[config.mk]
export PLATFORM = sky130hd
export DESIGN_NAME = contador_param
export DESIGN_NICKNAME = d
export VERILOG_FILES = /design/src/rtl/contador_param.sv
export SDC_FILE = /design/constraint.sdc
export NUM_CORES = 1
export LEC_CHECK = 0
export CAP_MARGIN = 20
export CORE_MARGIN = 2
export CORE_UTILIZATION = 55
export DETAILED_ROUTE_END_ITERATION = 10
export MAX_ROUTING_LAYER = met4
export PLACE_DENSITY = 0.86
export REMOVE_ABC_BUFFERS = 1
export SLEW_MARGIN = 10
export SYNTH_ARGS = -nofsm -noshare
export SYNTH_HDL_FRONTEND = slang
export SYNTH_SLANG_ARGS = --single-unit
[constraint.sdc]
create_clock -name clk -period 2 [get_ports clk]
set_input_delay 0.2 -clock clk [delete_from_list [all_inputs] [get_ports clk]]
set_output_delay 0.2 -clock clk [all_outputs]
set_load 0.05 [all_outputs]
[src/rtl/contador_param.sv]
// -----------------------------------------------------------------------------
// contador_param
//   Bank of NUM_CH per-channel occupancy counters. Each channel counts up on
//   push and down on pop. A push and a pop on the same channel in the same
//   cycle cancel out. Full/empty behaviour is either saturate or wrap, selected
//   by SAT_MODE. Sticky ovf/udf flags record every attempt to go past max or
//   below zero. A req/idx port returns one channel's count one cycle later,
//   together with a valid strobe. The read can optionally clear that channel
//   (CLR_ON_READ). idle reports that every counter was zero on the previous
//   cycle.
//
// Ports
//   clk      in   1        rising-edge clock
//   reset_L  in   1        asynchronous reset, active-low
//   push     in   NUM_CH   push[i]: one word entered channel i this cycle
//   pop      in   NUM_CH   pop[i]:  one word left channel i this cycle
//   req      in   1        readout request, sampled on the clk edge
//   idx      in   IDX_W    channel selected for readout
//   data     out  DATA_W   registered, zero-extended count of the read channel
//   valid    out  1        high for the cycle after each sampled req
//   ovf      out  NUM_CH   sticky overflow flag per channel
//   udf      out  NUM_CH   sticky underflow flag per channel
//   idle     out  1        registered: all counters were zero last cycle
// -----------------------------------------------------------------------------
module contador_param #(
  parameter int NUM_CH      = 5,
  parameter int CNT_W       = 4,
  parameter int IDX_W       = 3,
  parameter int DATA_W      = 6,
  parameter bit SAT_MODE    = 1'b1,
  parameter bit CLR_ON_READ = 1'b0
) (
  input  logic              clk,
  input  logic              reset_L,
  input  logic [NUM_CH-1:0] push,
  input  logic [NUM_CH-1:0] pop,
  input  logic              req,
  input  logic [IDX_W-1:0]  idx,
  output logic [DATA_W-1:0] data,
  output logic              valid,
  output logic [NUM_CH-1:0] ovf,
  output logic [NUM_CH-1:0] udf,
  output logic              idle
);

  localparam logic [CNT_W-1:0] CNT_ZERO = {CNT_W{1'b0}};
  localparam logic [CNT_W-1:0] CNT_ONE  = CNT_W'(1'b1);
  localparam logic [CNT_W-1:0] CNT_MAX  = {CNT_W{1'b1}};
  // One extra bit so that NUM_CH == 2^IDX_W is still representable.
  localparam logic [IDX_W:0]   NUM_CH_W = (IDX_W + 1)'(NUM_CH);

  // Counter state and its combinational next value.
  logic [CNT_W-1:0]  cnt_r     [NUM_CH];
  logic [CNT_W-1:0]  cnt_nxt_s [NUM_CH];

  logic [NUM_CH-1:0] ovf_set_s;
  logic [NUM_CH-1:0] udf_set_s;
  logic [NUM_CH-1:0] clr_sel_s;

  logic              idx_ok_s;
  logic [CNT_W-1:0]  rd_cnt_s;
  logic              all_zero_s;

  logic [DATA_W-1:0] data_r;
  logic              valid_r;
  logic [NUM_CH-1:0] ovf_r;
  logic [NUM_CH-1:0] udf_r;
  logic              idle_r;

  // Out-of-range indices read as zero and must never select a channel.
  assign idx_ok_s = ({1'b0, idx} < NUM_CH_W);

  // Readout mux: pre-update count of the addressed channel, zero if out of range.
  always_comb begin
    rd_cnt_s = CNT_ZERO;
    for (int i = 0; i < NUM_CH; i++) begin
      if (idx_ok_s && (idx == IDX_W'(i))) begin
        rd_cnt_s = cnt_r[i];
      end else begin
        rd_cnt_s = rd_cnt_s;
      end
    end
  end

  // Clear-on-read selection: only the channel addressed by an accepted req.
  always_comb begin
    clr_sel_s = {NUM_CH{1'b0}};
    for (int i = 0; i < NUM_CH; i++) begin
      if (CLR_ON_READ && req && (idx == IDX_W'(i))) begin
        clr_sel_s[i] = 1'b1;
      end else begin
        clr_sel_s[i] = 1'b0;
      end
    end
  end

  // Per-channel next count and overflow/underflow detection.
  always_comb begin
    ovf_set_s = {NUM_CH{1'b0}};
    udf_set_s = {NUM_CH{1'b0}};
    for (int i = 0; i < NUM_CH; i++) begin
      cnt_nxt_s[i] = cnt_r[i];
      if (clr_sel_s[i]) begin
        // A read that clears the channel still accounts for a word arriving in
        // that same cycle. A pop is dropped, since the channel is being
        // emptied anyway.
        if (push[i] && !pop[i]) begin
          cnt_nxt_s[i] = CNT_ONE;
        end else begin
          cnt_nxt_s[i] = CNT_ZERO;
        end
      end else begin
        case ({push[i], pop[i]})
          2'b10: begin
            if (cnt_r[i] == CNT_MAX) begin
              ovf_set_s[i] = 1'b1;
              cnt_nxt_s[i] = SAT_MODE ? CNT_MAX : CNT_ZERO;
            end else begin
              cnt_nxt_s[i] = cnt_r[i] + CNT_ONE;
            end
          end
          2'b01: begin
            if (cnt_r[i] == CNT_ZERO) begin
              udf_set_s[i] = 1'b1;
              cnt_nxt_s[i] = SAT_MODE ? CNT_ZERO : CNT_MAX;
            end else begin
              cnt_nxt_s[i] = cnt_r[i] - CNT_ONE;
            end
          end
          // Both or neither: the occupancy is unchanged, even at the limits.
          default: cnt_nxt_s[i] = cnt_r[i];
        endcase
      end
    end
  end

  // All-zero detect on the current (already updated) counter state.
  always_comb begin
    all_zero_s = 1'b1;
    for (int i = 0; i < NUM_CH; i++) begin
      if (cnt_r[i] != CNT_ZERO) begin
        all_zero_s = 1'b0;
      end else begin
        all_zero_s = all_zero_s;
      end
    end
  end

  // Counter bank: every channel updates in parallel on each edge.
  always_ff @(posedge clk or negedge reset_L) begin
    if (!reset_L) begin
      for (int i = 0; i < NUM_CH; i++) begin
        cnt_r[i] <= CNT_ZERO;
      end
    end else begin
      for (int i = 0; i < NUM_CH; i++) begin
        cnt_r[i] <= cnt_nxt_s[i];
      end
    end
  end

  // Sticky error flags: once set they stay set until reset.
  always_ff @(posedge clk or negedge reset_L) begin
    if (!reset_L) begin
      ovf_r <= {NUM_CH{1'b0}};
      udf_r <= {NUM_CH{1'b0}};
    end else begin
      ovf_r <= ovf_r | ovf_set_s;
      udf_r <= udf_r | udf_set_s;
    end
  end

  // Readout register: data follows a sampled req and holds otherwise.
  always_ff @(posedge clk or negedge reset_L) begin
    if (!reset_L) begin
      data_r  <= {DATA_W{1'b0}};
      valid_r <= 1'b0;
    end else if (req) begin
      data_r  <= DATA_W'(rd_cnt_s);
      valid_r <= 1'b1;
    end else begin
      data_r  <= data_r;
      valid_r <= 1'b0;
    end
  end

  // Idle register: set one cycle after the last counter has reached zero.
  always_ff @(posedge clk or negedge reset_L) begin
    if (!reset_L) begin
      idle_r <= 1'b1;
    end else begin
      idle_r <= all_zero_s;
    end
  end

  assign data  = data_r;
  assign valid = valid_r;
  assign ovf   = ovf_r;
  assign udf   = udf_r;
  assign idle  = idle_r;

endmodule

==> summary.md <==
| Metric | Value |
|---|---|
| Least-Margin Pin Slew | 0.819 ns |
| Syn Inst Count | 282 |
| Clk_skew | 0.00810 ns |
| Leakage | 1.30 nW |
| DR DRC count | 0 |
| Die W | 71.6 µm |
| Crit end category | primary output |
| # rows | 24 |
| Max-cap viol count | 0 |
| # setup viols final | 0 |
| ANT cells | 0 |
| GRT Residual Overflow | 0 |
| Top-count cell post-synth | dfrtp_1 |
| Area of the multi-input gates | 1410 µm² |
| CP peak stage delay | 0.79 ns |
| Core area | approximately 4400 µm² |
| Seq/Total Area, Yosys | 35.9% |
| Largest delay contributor family on the critical path | buffers and inverters |
| Num ports | 34 |
| CTS H-tree lvls | 2 |
| Clk sinks | 36 |
| Yosys Warn Count | 0 |
| I/O Buffers | 31 |
| Final hold viol count | 0 |
| Worst path bufs/invs | 1 |
| Hold WC Path Type | in2async |
| Avg WL per Cell | 14.4 µm |
| Syn-to-layout area delta | 15.5% |
| DR pass1 iterations | 4 |
| RSZ-0062 raised after global routing | false |
| Vias per cell | 5.96 |
| DP HPWL | roughly 3700 µm |
| Largest cells by area after synthesis | dfrtp_1 (35%), ha_1 (11%), o21ai_0 (4.6%), mux2i_1 (4.0%), inv_1 (3.9%) |
| Min Tclk post-route | 1.80 ns |
| TritonCTS Buffers | 5 |
| CTS tree | done |
| Worst path arrival time | about 1.6 ns |
| Startpoint Class | flop |
| Largest net degree at the start of global routing | 37 |
| Status | finished, final reports clean |
| Post-synth top area share | 34.9% |
| Placed cell area | ~2800 µm² |
| Syn Area/Cell | between 8 and 9 µm² |
| Maximum VDD drop | 0.000798 V |
| Req. time, crit path | between 1.5 and 2 ns |
| Post-DRT Antenna Nets | 0 |
| Post-synth EDFFs | 0 |
| Max-slew violations | 0 |
| Clk root buf | clkbuf_8 |
| Clock Tree Buf Depth | 2 |
| Synth cell types | 45 |
| Max-slew headroom | around 45% |
| GRT Util Overall | 22.3% |
| Cell taking the most area after synthesis | dfrtp_1 |
| Initial Utilization | between 50 and 60% |
| CP max FO | 1 |
| Finished Cell Area | 2900 µm² |
| Die area | 5120 µm² |
| Post-Route WL | 5140 µm |
| Fillers | 353 |
| Top cells by count, synth | dfrtp_1 (35), inv_1 (26), ha_1 (23), o21ai_0 (23), nor2_1 (18) |
| FF+latch area | 902 µm² |
| Fraction of registers with async set/reset | 100% |
| GP Congestion | 0.812 |
| CTS clk-pin slew, worst paths | 0.07 ns |
| Die height | between 70 and 80 µm |
| First-pass GRT wire length | 8980 µm |
| P per Cell Area | 1440 nW/µm² |
| Iter 0 DRT Violations | about 130 |
| Fmax | ~550 MHz |
| Vias | about 2.1k |
| Vias in the first global route | 2000 |
| Antenna violations before repair | 0 |
| Post-layout net count | 342 |
| Clk_lat worst skew | 0.29 ns |
| Layout cells sized above 1 | under 10% |
| CP Class | reg2out |
| Slowest-stage cell, CP | clkdlybuf4s50_1 |
| TNS Setup | 0 ns |
| Crit-path cells | clkdlybuf4s50_1 |
| Synth Register Bits | 36 |
| Final worst-path cycle share | 90.1% |
| Mapped cell area | 2510 µm² |
| Top FF cell, synth | dfrtp_1 |
## flip-flops by register name (all words and copies together) (netlist names)
register / cells
idle: 1
cnt_r: 20
ovf: 5
data: 4
udf: 5
valid: 1
## cell type report
cell class / count / share of cell area (%)
repair buffers: 32 / 10.8
well taps: 52 / 2.24
flip-flops and latches: 36 / 31.1
inverters: 27 / 3.49
clock buffers: 6 / 2.50
multi-input cells: 201 / 48.7
clock inverters: 2 / 1.21
## stage by stage
stage	hold WS [ns]	util [%]	setup slack (ns)	std cells	total power, mW
2_1_floorplan	-0.0956	-	0.503	264	2.91
3_3_place_gp	0.339	63.6	0.269	348	3.45
3_5_place_dp	0.337	63.6	0.205	348	3.52
4_1_cts	0.0273	66.1	0.139	356	4.17
5_1_grt	0.0655	66.2	0.132	356	4.49
6_report	0.00526	66.2	0.197	356	4.17
## power breakdown
part | switching [mW] | internal (mW) | total [mW]
registers | 0.460 | 1.02 | 1.48
clock network | 0.259 | 0.370 | 0.629
logic | 1.18 | 0.874 | 2.06
## cell families after synthesis
logic type	synth area share [%]
multiplexers	4.43
AND/OR/NAND/NOR	16.5
adder cells (fa/ha/maj)	11.5
flip-flops	35.9
buffers and inverters	8.17
other	0.149
AO/OA/AOI/OAI	23.4
## layer usage
metal / global-route usage, % / part of all wire, %
met1: 28.5 / 45
met4: 7.55 / 1.6
met2: 35.7 / 49
met5: - / 0
met3: 4.36 / 4.4
## repair_timing
action / CTS / global route
hold buffers: 0 / 0
resized for setup: 0 / 1
endpoints found under the setup margin: 0 / 1
buffers inserted: 0 / 0
## final timing paths
check                      startpoint  slack (ns)        end  depth (start not counted)
setup / recovery                 idle        0.20       idle                          1
hold / removal                reset_L       0.005  cnt_r[11]                          1
setup reg to reg             cnt_r[5]        0.29   cnt_r[5]                          6
hold reg to reg                ovf[1]        0.46     ovf[1]                          1
max in group asynchronous     reset_L        1.48  cnt_r[13]                          1
min in group clk               ovf[1]        0.46     ovf[1]                          1
## placed cells by master (no fill, tap or decap), types with 2 or more instances in the layout
master,count
nor3b_1,9
a22o_1,4
a41o_1,4
mux2i_1,10
a211oi_1,4
clkdlybuf4s50_1,30
nand2_1,10
o22ai_1,4
inv_1,26
or2_2,4
and2_1,2
dfrtp_1,35
nor3_1,6
clkbuf_8,5
nand2b_1,3
nor2_1,18
and3_1,4
a2111oi_2,2
ha_1,23
nor4_1,2
a2bb2oi_1,3
a31oi_1,9
o21ai_0,23
conb_1,2
a32oi_1,3
o21a_1,2
o31ai_1,6
nor2b_1,7
nand3_1,8
a21oi_1,16
a22oi_1,2
No activity file was read; power rests on OpenSTA's default activity.
